**config.mk**
```make
export PLATFORM = sky130hd
export DESIGN_NAME = problem5
export DESIGN_NICKNAME = d
export VERILOG_FILES = /design/src/rtl/problem5.sv
export SDC_FILE = /design/constraint.sdc
export NUM_CORES = 1
export LEC_CHECK = 0
export ABC_AREA = 1
export CAP_MARGIN = 20
export CORE_MARGIN = 3
export CORE_UTILIZATION = 35
export CTS_CLUSTER_DIAMETER = 120
export DETAILED_ROUTE_END_ITERATION = 16
export MAX_ROUTING_LAYER = met4
export PLACE_DENSITY = 0.85
export SLEW_MARGIN = 25
export SYNTH_ARGS = -nofsm -noshare
export SYNTH_HDL_FRONTEND = slang
export SYNTH_SLANG_ARGS = --single-unit
```
**constraint.sdc**
```tcl
create_clock -name i_clk -period 1.4 [get_ports i_clk]
set_input_delay 0.14 -clock i_clk [delete_from_list [all_inputs] [get_ports i_clk]]
set_output_delay 0.14 -clock i_clk [all_outputs]
set_load 0.01 [all_outputs]
```
**src/rtl/problem5.sv**
```systemverilog
// Registered 4:1 word multiplexer: i_ctrl picks one of four inputs, which is
// captured on the rising edge of i_clk and presented on o_data one clock later.
module problem5 #(
  parameter int WIDTH = 16
) (
  input  logic             i_clk,
  input  logic             i_rst_n,
  input  logic [WIDTH-1:0] i_data_0,
  input  logic [WIDTH-1:0] i_data_1,
  input  logic [WIDTH-1:0] i_data_2,
  input  logic [WIDTH-1:0] i_data_3,
  input  logic [1:0]       i_ctrl,
  output logic [WIDTH-1:0] o_data
);

  logic [WIDTH-1:0] data_q;
  logic [WIDTH-1:0] data_d;

  // Every code is decoded, so there is no hold path and no invalid code.
  always_comb begin
    data_d = i_data_0;
    case (i_ctrl)
      2'b00:   data_d = i_data_0;
      2'b01:   data_d = i_data_1;
      2'b10:   data_d = i_data_2;
      2'b11:   data_d = i_data_3;
      default: data_d = i_data_0;
    endcase
  end

  // Reset wins over selection; the first edge after release loads normally.
  always_ff @(posedge i_clk) begin
    if (!i_rst_n) begin
      data_q <= '0;
    end else begin
      data_q <= data_d;
    end
  end

  assign o_data = data_q;

endmodule

```
**Yosys cells after proc, flatten, opt, wreduce, memory -nomap -nowiden**

Cells that the tools add are included.

- Bits in registers: 16
- Logic and storage cells: 6

- Multiplexer cells: 1
- Equal/unequal tests: 3
- Reduce and logical (&&, ||, !) cells: 1

Operators with widths:

| kind | number |
|---|---|
| 16-bit one-hot mux with 4 select lines | 1 |
| 2-bit equality test, second input constant | 2 |
| 2-bit by 1-bit equality test with 1-bit output, second input constant | 1 |
| 2-bit logical NOT | 1 |

**Depth between registers and ports, before layout**

Gate-level depths: netlist (run 1).

- Depth after elaboration: 2
- Mapped depth: 7
- Depth with buffers taken out: 5

**Worst setup path before layout (run 1)**

Ideal clock, no wire load.

- Kind: input-to-reg
- From: input i_ctrl[1]
- To: register data_q[10] (netlist: o_data[10])
- Data arrival time: 678 ps
- Data required time: 1286 ps
- Library setup time: 114 ps
- Stages: 6
- Path slack: 607 ps
- Cell sequence: buf_6 inv_8 nand2_8 buf_6 o21ai_1 nor2_1

- Longest elaborated chain between the ends: 2
- Elaborated cells between the ends (all ways): 5

Ends and longest elaborated chain:

| what | RTL line | text |
|---|---|---|
| start, declared | 12 | `input logic [1:0] i_ctrl,` |
| 2-bit equality test, or another cell as far along | 22 | `case (i_ctrl)` |
| 16-bit one-hot mux with 4 select lines * | 22 |  |
| end signal, assigned | 36 | `data_q <= data_d;` |
| end, declared | 16 | `logic [WIDTH-1:0] data_q;` |

Every way passes the cells marked *; elsewhere a longest branch is shown, timed or not.
A chain may end at the register's enable or synchronous reset.

**Worst setup path in the final report (run 1)**

- From: register data_q[14] (netlist: o_data[14])
- To: output o_data[14]

RTL lines:

| what | RTL line | text |
|---|---|---|
| end, declared | 13 | `output logic [WIDTH-1:0] o_data` |

No word-level cell between the ends.

==> run_results.csv, run 1 <==
group,metric,value,unit
run_status,outcome,"finished clean",
critical_path,end_kind,"output port",
placed_design,dp_hpwl,2.58,mm
global_routing,overflow,0,
sta,fin_tns_setup,0,ns
yosys,synthFlopType,"dfxtp_1",
detailed_routing,drtAntennaViolNets,0,
sta,hold-worst-slack,0.460,ns
yosys,synth_top_family_by_area,"simple AND/OR/NAND/NOR gates",
critical_path,start_kind,"register",
clock_tree,postCtsHoldBufs,0,
die,die_area,3670,µm²
yosys,synth_top_area_share,30.7,%
clock_tree,cts-root-buf,"clkbuf_4",
yosys,synthAdderAreaFrac,0,%
detailed_routing,wl,3.27,mm
yosys,netlist-cell-type-count,12,
global_routing,track_usage,18.6,%
placed_design,gp_congestion,0.775,
die,coreArea,2810,µm²
yosys,synth_area_per_cell,6.51,µm²
global_routing,grt_max_degree,33,
sta,finalCritPeriodShare,92.2,%
sta,max_slew.worst_pin.slew,0.246,ns
die,start_util,37.2,%
detailed_routing,vias,1304,
final_layout,syn_to_final_growth,81.0,%
die,dieHeight,60.6,µm
critical_path,cp_max_fo,1,
global_routing,grt_pass1_wl,5.13,mm
yosys,synth_most_common_cell,"nand3_1",
clock_tree,cts_tree,"yes",
clock_tree,ctsLongestPathBuffers,2,
placed_design,post-place-ws,0.0111,ns
critical_path,path_buf_inv,1,
sta,fin_crit,1.29,ns
critical_path,critPathTopFamily,"buffers and inverters",
yosys,post_synth_main_area_contributors,"dfxtp_1 (31%), nand3_1 (20%), nand2_1 (14%)",
yosys,yosysWarnings,0,
sta,fmax,775,MHz
critical_path,critical_path_arrival,1.15,ns
yosys,synthArstFlopShare,0,%
final_layout,fillers,260,
yosys,synthSimpleGateAreaFrac,47.3,%
job,cap_violations,0,
sta,fin_ws,0.109,ns
global_routing,antenna_found_initial,0,
sta,relSlewSlack,83.6,%
yosys,synth_xor_area_share,0,%
final_layout,drive_above_1_share,6.58,%
yosys,ys_top_cells_by_count,"nand3_1 (42), nand2_1 (38), nor2_1 (32)",
critical_path,cp.required,1.26,ns
die,row_count,19,
placed_design,io_buffers,83,
critical_path,path_class,"register to output port",
yosys,synthCells,160,
sta,finalMaxSlewViolations,0,
sta,final-hold-violation-count,0,
min_path,hold_path.class,"input pin to register",
detailed_routing,remaining_drc_errors,0,
yosys,synth_compound_gate_area_share,7.68,%
sta,setup_viol,0,
clock_tree,clkTransAtPathRegs,0.10,ns
detailed_routing,drt_iter0_markers,56,
detailed_routing,drtPass1Iterations,4,
clock_tree,numCtsBuffers,3,
power,pwr_density_cell,679,nW/µm²
critical_path,cp_slowest_cell,"clkdlybuf4s50_1",
clock_tree,cts_sinks,16,
power,ir_worst_vdd,0.308,mV
yosys,synth_seq_cells,16,
yosys,syn-cell-area,1040,µm²
die,io_pins,84,
yosys,synth_enable_flop_cells,0,
clock_tree,cts_max_level,1,
final_layout,largest_register_ffs,16,
global_routing,grt_pass1_vias,1202,
clock_tree,ctsResizeCount,0,
clock_tree,post-cts-setup-buffers,0,
final_layout,nNetsFinal,312,
power,leakage,0.842,nW
detailed_routing,via_per_inst,4.76,
detailed_routing,wire_per_inst,11.9,µm
die,die_w,60.6,µm
yosys,synth.mux.area_fraction,0,%
final_layout,diodes,0,
yosys,syn_nets,228,
sta,rsz0062_at_grt,"false",
yosys,yosysSeqAreaShare,30.7,%
critical_path,path_cells,"clkdlybuf4s50_1",
yosys,yosysTopAreaCell,"dfxtp_1",
critical_path,crit_path_max_incr_delay,0.54,ns
## worst paths after layout
| check | startpoint | endpoint | depth (start not counted) |
|---|---|---|---|
| max | o_data[14] | o_data[14] | 1 |
| min | i_data_0[13] | o_data[13] | 3 |
## cell type report
type / instances / area (µm²) / area share [%]
Clock buffer: 4 / 36.3 / 1.92
Inverter: 2 / 20.0 / 1.06
Multi-Input combinational cell: 129 / 573 / 30.4
Sequential cell: 16 / 320 / 17.0
Tap cell: 31 / 38.8 / 2.06
Timing Repair Buffer: 92 / 898 / 47.6
## where the power goes
group / switching [mW] / total (mW) / internal (mW)
combinational: 0.180 / 0.475 / 0.296
sequential: 0.00880 / 0.500 / 0.492
clock: 0.147 / 0.305 / 0.158
## placed cells by master (no fill, tap or decap), drive strengths merged
cell type	instances
clkdlybuf4s50	83
nand3	42
nand2	39
nor2	32
o21ai	16
dfxtp	16
buf	9
clkbuf	4
inv	2
## metal layers
layer / vias up / track usage (%) / share of wire (%) / routed length [µm]
met5: - / - / 0 / 0
met4: 0 / 3.72 / 0.40 / 13
met3: 2 / 2.55 / 8.7 / 285
met2: 55 / 31.9 / 48 / 1570
met1: 556 / 23.2 / 43 / 1400
li1: 691 / - / - / -
## cells by family after synthesis
kind of cell / after synthesis
AND/OR/NAND/NOR: 113
flip-flops: 16
AO/OA/AOI/OAI: 16
buffers and inverters: 15
## stage by stage
step,power (mW),utilization [%],instance area [µm²],cells
4_1_cts,1.30,67.3,1890,274
6_report,1.28,67.3,1890,274
5_1_grt,1.36,67.3,1890,274
3_3_place_gp,0.984,66.0,1850,270
2_1_floorplan,0.715,-,1040,160
3_5_place_dp,0.988,66.0,1850,270
(Power assumes the default switching activity.)
==> run 2: changes to the inputs <==
--- a/config.mk
+++ b/config.mk
@@ -7,12 +7,13 @@
 export LEC_CHECK = 0
 export ABC_AREA = 1
 export CAP_MARGIN = 20
+export CORE_ASPECT_RATIO = 0.9
 export CORE_MARGIN = 3
 export CORE_UTILIZATION = 35
 export CTS_CLUSTER_DIAMETER = 120
 export DETAILED_ROUTE_END_ITERATION = 16
 export MAX_ROUTING_LAYER = met4
-export PLACE_DENSITY = 0.85
+export PLACE_DENSITY = 0.95
 export SLEW_MARGIN = 25
 export SYNTH_ARGS = -nofsm -noshare
 export SYNTH_HDL_FRONTEND = slang
==> run 2 against run 1 <==
Via count up 3.8%. Die area barely moved. Hold slack worse by 0.0075 ns. Critical endpoint is now o_data[7].
==> run_results.csv, run 2 (synthesis results as in run 1) <==
group,metric,value,unit
global_routing,grt_pass1_vias,1320,
sta,relSlewSlack,81.0,%
clock_tree,clkTransAtPathRegs,0.10,ns
placed_design,post-place-ws,-0.0733,ns
sta,max_slew.worst_pin.slew,0.285,ns
detailed_routing,wire_per_inst,12.6,µm
die,row_count,18,
detailed_routing,wl,3.55,mm
final_layout,diodes,0,
clock_tree,postCtsHoldBufs,0,
power,leakage,0.838,nW
die,coreArea,2790,µm²
critical_path,crit_path_max_incr_delay,0.54,ns
min_path,hold_path.class,"input pin to register",
global_routing,antenna_found_initial,0,
sta,final-hold-violation-count,0,
clock_tree,cts-root-buf,"clkbuf_4",
sta,fmax,771,MHz
sta,finalMaxSlewViolations,0,
critical_path,start_kind,"register",
global_routing,overflow,0,
sta,setup_viol,0,
placed_design,dp.cells,278,
sta,rsz0062_at_grt,"false",
final_layout,syn_to_final_growth,81.4,%
die,io_pins,84,
sta,finalCritPeriodShare,92.6,%
die,start_util,37.3,%
final_layout,nNetsFinal,311,
global_routing,grt_max_degree,33,
critical_path,end_kind,"output port",
critical_path,critical_path_arrival,1.16,ns
sta,fin_tns_setup,0,ns
clock_tree,ctsResizeCount,0,
final_layout,final_cell_mix,"clkdlybuf4s50_1 (83), nand3_1 (42), nand2_1 (38), nor2_1 (32)",
die,die_area,3670,µm²
critical_path,path_cells,"clkdlybuf4s50_1",
die,dieHeight,57.8,µm
run_status,outcome,"finished clean",
placed_design,dp_hpwl,2.81,mm
detailed_routing,remaining_drc_errors,0,
job,cap_violations,0,
power,pwr_density_cell,682,nW/µm²
critical_path,critPathTopFamily,"buffers and inverters",
die,die_w,63.5,µm
placed_design,io_buffers,83,
critical_path,cp.required,1.26,ns
clock_tree,cts_max_level,1,
critical_path,cp_max_fo,1,
sta,fin_ws,0.103,ns
global_routing,track_usage,20.9,%
critical_path,path_class,"register to output port",
clock_tree,post-cts-setup-buffers,0,
placed_design,gp_congestion,0.713,
detailed_routing,drtAntennaViolNets,0,
detailed_routing,via_per_inst,4.80,
critical_path,cp_slowest_cell,"clkdlybuf4s50_1",
clock_tree,ctsLongestPathBuffers,2,
detailed_routing,drtPass1Iterations,5,
final_layout,stdcell_count,282,
clock_tree,cts_sinks,16,
final_layout,final_common_cell,"clkdlybuf4s50_1",
detailed_routing,vias,1353,
global_routing,grt_pass1_wl,5.87,mm
power,ir_worst_vdd,0.312,mV
clock_tree,cts_tree,"yes",
clock_tree,numCtsBuffers,3,
detailed_routing,drt_iter0_markers,105,
sta,fin_crit,1.30,ns
critical_path,path_buf_inv,1,
final_layout,largest_register_ffs,16,
final_layout,drive_above_1_share,6.20,%
run 2: final cells by class:
| cell class | count | area (µm²) |
|---|---|---|
| Sequential cell | 16 | 320 |
| Tap cell | 40 | 50.0 |
| Timing Repair Buffer | 91 | 891 |
| Multi-Input combinational cell | 129 | 573 |
| Fill cell | 263 | 902 |
| Clock buffer | 4 | 36.3 |
| Inverter | 2 | 20.0 |
run 2: per-stage QoR:
step	util [%]	power [mW]	hold WS, ns	cell area (µm²)
2_1_floorplan	-	0.715	0.285	1040
3_3_place_gp	66.4	0.978	0.758	1850
3_5_place_dp	66.4	0.990	0.760	1850
4_1_cts	67.7	1.30	0.440	1890
5_1_grt	67.7	1.38	0.462	1890
6_report	67.7	1.29	0.453	1890
run 2: worst paths after layout:
path	startpoint	endpoint	slack (ns)	cells after the start
worst max-delay path	o_data[7]	o_data[7]	0.10	1
worst min-delay path	i_data_0[8]	o_data[8]	0.45	3
run 2: metal layers:
layer	vias up	part of all wire (%)	global-route usage, %
li1	692	-	-
met1	588	42	24.4
met2	67	50	35.6
met3	6	6.6	3.88
met4	0	1.9	8.31
met5	-	0	-
run 2: power breakdown:
group          switching (mW)  internal (mW)  leakage, nW
sequential            0.00880          0.492        0.133
clock                   0.151          0.158       0.0210
combinational           0.185          0.294        0.683
==> RTL change 1, RTL diff (config.mk and constraints of run 1) <==
`WIDTH`: 16 -> 24.
--- a/src/rtl/problem5.sv
+++ b/src/rtl/problem5.sv
@@ -1,7 +1,7 @@
 // Registered 4:1 word multiplexer: i_ctrl picks one of four inputs, which is
 // captured on the rising edge of i_clk and presented on o_data one clock later.
 module problem5 #(
-  parameter int WIDTH = 16
+  parameter int WIDTH = 24
 ) (
   input  logic             i_clk,
   input  logic             i_rst_n,
Ports: changed (5 resized); port bits go from 84 to 124. The function was not compared with the original's and may differ.
==> RTL change 1 against run 1 <==
  * Setup slack got worse by 6.7 ps
  * Power increased by 61%
  * Area after synthesis increased by 37%
  * Sequential cell count increased by 8
  * Routed wire length increased by 67%
  * Design area increased by 48%
  * Highest routed layer unchanged
  * Worst hold slack got worse by 84 ps
  * Non-clock buffer count increased by 40
==> RTL change 1: results (changes against run 1) <==
Net Count, Synth -> 339 (+49%)
largest net degree at the start of global routing -> 40 (+21%)
H-Tree Depth -> 1 (unchanged)
distinct cell type count after synthesis -> 12 (unchanged)
post-layout net count -> 456 (+46%)
Area contributors post-synth -> dfxtp_1, nand3_1, nand2_1
max_slew headroom -> 79.65% (-3.9 points)
multiplexer share of the synthesized area -> 0% (unchanged)
DR pass1 iterations -> 5 (+1)
CTS root buf -> clkbuf_8
Max Root-Sink Buffers -> 2 (unchanged)
initial antenna violation count -> 0 (unchanged)
DR WL/cell -> 13.54 um (+14%)
grt met2 use -> 36.83% (+4.9 points)
vias in the first global route -> 1907 (+59%)
Synth warnings -> 0 (unchanged)
first-pass GRT wire length -> 8.549 mm (+67%)
DPL Wire Length -> 4.147 mm (+61%)
Vias -> 1966 (+51%)
Post-Synth Adder-Cell Area -> 0% (unchanged)
family with the most delay on the worst path -> buffers and inverters
met3 GRT Util -> 4.892% (+2.3 points)
worst slack, placed -> 7.398 ps (-3.652 ps)
Hold Path Class -> input pin to flip-flop
internal power -> 1.557 mW (+65%)
clock-pin slew on the worst setup and hold paths -> 90 ps
Crit path largest cell delay -> 560 ps (+20 ps)
I/O Buffers -> 123 (+48%)
Synth async-reset ratio -> 0% (unchanged)
Crit-path slowest cell -> clkdlybuf4s50_1
Post-synth top flop -> dfxtp_1
share of layout cells above drive strength 1 -> 4.789% (-1.8 points)
sequential element share of the synthesized area -> 33.60% (+2.9 points)
Inserted Clock Buffers -> 3 (unchanged)
outcome -> complete, no violations
Max IR drop VDD -> 386.9 uV (+26%)
Post-CTS Resized -> 0 (unchanged)
xor and xnor area share after synthesis -> 0% (unchanged)
postcts setup bufs -> 0 (unchanged)
commonest cells in the synthesized netlist -> nand3_1, nand2_1, nor2_1, dfxtp_1, o21ai_0
Tot GR Track Use -> 21.96% (+3.4 points)
GRT met1 Usage -> 26.36% (+3.2 points)
initial drt markers -> 119 (+110%)
gpl congestion -> 0.8365 (+8.0%)
diode count -> 0 (unchanged)
max FFs per register -> 24 (+8)
LEAKAGE -> 1.249 nW (+48%)
Arr. time, crit path -> 1160 ps
largest fanout on the critical path -> 1 (unchanged)
Compound-Gate Fraction of Synth Area -> 8.399% (+0.72 points)
fillers -> 323 (+24%)
RTL change 1: layout make-up:
class                           count  area (um^2)  share of cell area [%]
Timing Repair Buffer              132         1344                   48.01
Multi-Input combinational cell    193        835.8                   29.86
Sequential cell                    24        480.5                   17.17
Tap cell                           48        60.06                   2.146
Clock buffer                        3        41.29                   1.475
Clock inverter                      1        30.03                   1.073
Inverter                            2        7.507                  0.2682
RTL change 1: power groups by stage:
stage,Sequential (mW),Combinational (mW),Clock (mW)
floorplan,0.797,0.225,0
global placement,0.766,0.692,0
detailed placement,0.769,0.706,0
CTS,0.752,0.709,0.622
global route,0.758,0.767,0.646
finish,0.751,0.704,0.611
RTL change 1: metrics by stage:
| step | instance area [um^2] | std cells | utilization [%] |
|---|---|---|---|
| 2_1_floorplan | 1430 | 239 | - |
| 3_3_place_gp | 2728 | 399 | 71.80 |
| 3_5_place_dp | 2728 | 399 | 71.80 |
| 4_1_cts | 2799 | 403 | 73.68 |
| 5_1_grt | 2799 | 403 | 73.68 |
| 6_report | 2799 | 403 | 73.68 |
RTL change 1: worst paths after layout:
kind / start / to / slack (ps) / cells past startpoint
setup / recovery: o_data[10]$_SDFF_PN0_ / o_data[10] / 100 / 1
hold / removal: i_ctrl[0] / o_data[21]$_SDFF_PN0_ / 380 / 6
RTL change 1: logic make-up after synthesis:
group                  after synthesis
AO/OA/AOI/OAI                       24
AND/OR/NAND/NOR                    169
buffers and inverters               22
flip-flops                          24
RTL change 1: routing by layer:
metal	wire (um)	up-vias	part of all wire (%)
met5	0	-	0
met4	114	0	2.1
met3	448	10	8.2
met2	2564	86	47
met1	2329	854	43
li1	-	1016	-
==> RTL change 2, RTL diff (flow settings as in run 1) <==
Without the edit above. Add an input register stage for `i_data_1`, cleared by the reset; this delays it by one clock. The other inputs are not delayed to match.
--- a/src/rtl/problem5.sv
+++ b/src/rtl/problem5.sv
@@ -13,6 +13,16 @@
   output logic [WIDTH-1:0] o_data
 );
 
+  logic [WIDTH-1:0] i_data_1_q;
+
+  always_ff @(posedge i_clk) begin
+    if (!i_rst_n) begin
+      i_data_1_q <= '0;
+    end else begin
+      i_data_1_q <= i_data_1;
+    end
+  end
+
   logic [WIDTH-1:0] data_q;
   logic [WIDTH-1:0] data_d;
 
@@ -21,7 +31,7 @@
     data_d = i_data_0;
     case (i_ctrl)
       2'b00:   data_d = i_data_0;
-      2'b01:   data_d = i_data_1;
+      2'b01:   data_d = i_data_1_q;
       2'b10:   data_d = i_data_2;
       2'b11:   data_d = i_data_3;
       default: data_d = i_data_0;
Function: changed (a bounded check fails within 4 cycles, from zero or initial values and one cycle with i_rst_n low).
==> RTL change 2 against run 1 <==
  * Utilization shrank 5.6 points
  * Power grew 69%
  * Setup slack gained 18 ps
  * Clock power grew 130%
  * Sequential cell count grew 16
  * Design area grew 26%
  * Synthesized cell count grew 31%
  * Highest routed layer unchanged
  * Largest cell class unchanged
  * Maximum frequency grew 1.4%
  * Routed wire length grew 21%
  * Area after synthesis grew 42%
==> RTL change 2: results (changes against run 1) <==
outcome -> complete, no violations
LEAKAGE -> 1.148 nW (+36%)
CTS root buf -> clkbuf_8
sequential element share of the synthesized area -> 43.35% (+13 points)
Vias -> 1556 (+19%)
largest net degree at the start of global routing -> 32 (-3.0%)
Compound-Gate Fraction of Synth Area -> 5.758% (-1.9 points)
gpl congestion -> 0.7920 (+2.3%)
Max Root-Sink Buffers -> 2 (unchanged)
vias in the first global route -> 1504 (+25%)
Post-CTS Resized -> 0 (unchanged)
H-Tree Depth -> 2 (+1)
first-pass GRT wire length -> 6.644 mm (+30%)
DR pass1 iterations -> 5 (+1)
Post-Place Cell Area -> 2285 um^2 (+23%)
Post-Synth Adder-Cell Area -> 0% (unchanged)
share of layout cells above drive strength 1 -> 5.461% (-1.1 points)
commonest cells in the synthesized netlist -> nand2_1, nand3_1, dfxtp_1, nor2_1, inv_1
DPL Wire Length -> 3.055 mm (+18%)
max_slew headroom -> 80.39% (-3.2 points)
Max IR drop VDD -> 401.6 uV (+30%)
DR WL/cell -> 11.54 um (-3.1%)
Synth warnings -> 0 (unchanged)
initial drt markers -> 93 (+66%)
post-layout net count -> 360 (+15%)
distinct cell type count after synthesis -> 16 (+4)
clock-pin slew on the worst setup and hold paths -> 60 ps (-40 ps)
Inserted Clock Buffers -> 5 (+2)
Post-synth top flop -> dfxtp_1
Arr. time, crit path -> 1130 ps (-20 ps)
Net Count, Synth -> 278 (+22%)
Tot GR Track Use -> 16.77% (-1.8 points)
initial antenna violation count -> 0 (unchanged)
Crit-path slowest cell -> clkdlybuf4s50_1
Area contributors post-synth -> dfxtp_1, nand3_1, nand2_1
-- RTL change 2: final cells by class --
type                       instances  area, um^2
clock buffer                       8       90.09
fill                             372        1479
inverter                          19       78.83
multi-input combinational        144       621.8
sequential                        32       640.6
tap                               48       60.06
timing repair buffer              90       883.3
-- RTL change 2: worst min-delay path: cells and delay by family --
family | cells | cell delay, ps
buffers and inverters | 2 | 430
and+or+nand+nor | 1 | 50
-- RTL change 2: logic make-up after synthesis --
logic type	count (synthesis)
compound gates	17
buf+inv	34
flops	32
simple gates	127
-- RTL change 2: worst paths after layout --
check	to	slack (ps)	cells after the start	start
min	i_data_1_q[10]$_SDFF_PN0_	400	3	i_data_1[10]
min reg2reg	o_data[9]$_SDFF_PN0_	570	4	i_data_1_q[9]$_SDFF_PN0_
max reg2reg	o_data[4]$_SDFF_PN0_	710	4	i_data_1_q[4]$_SDFF_PN0_
max	o_data[12]	130	1	o_data[12]$_SDFF_PN0_
-- RTL change 2: report_power, final --
group,leakage [nW],internal [mW],switching (mW)
combinational,0.837,0.293,0.192
sequential,0.266,0.971,0.0152
clock,0.0455,0.400,0.291
total,1.15,1.66,0.498
-- RTL change 2: per-stage QoR --
stage          TNS (ps)  worst slack, ps  cells
6_report              0            127.3    341
3_5_place_dp     -749.4           -69.11    333
3_3_place_gp     -226.2           -28.81    333
5_1_grt               0            64.45    341
4_1_cts               0            114.3    341
2_1_floorplan         0            596.4    210
-- RTL change 2: per-layer routing --
metal	vias up	track usage, %	share of wire (%)
li1	821	-	-
met1	656	21.90	45
met2	71	24.41	44
met3	8	3.977	8.4
met4	0	7.724	2.7
met5	-	-	0
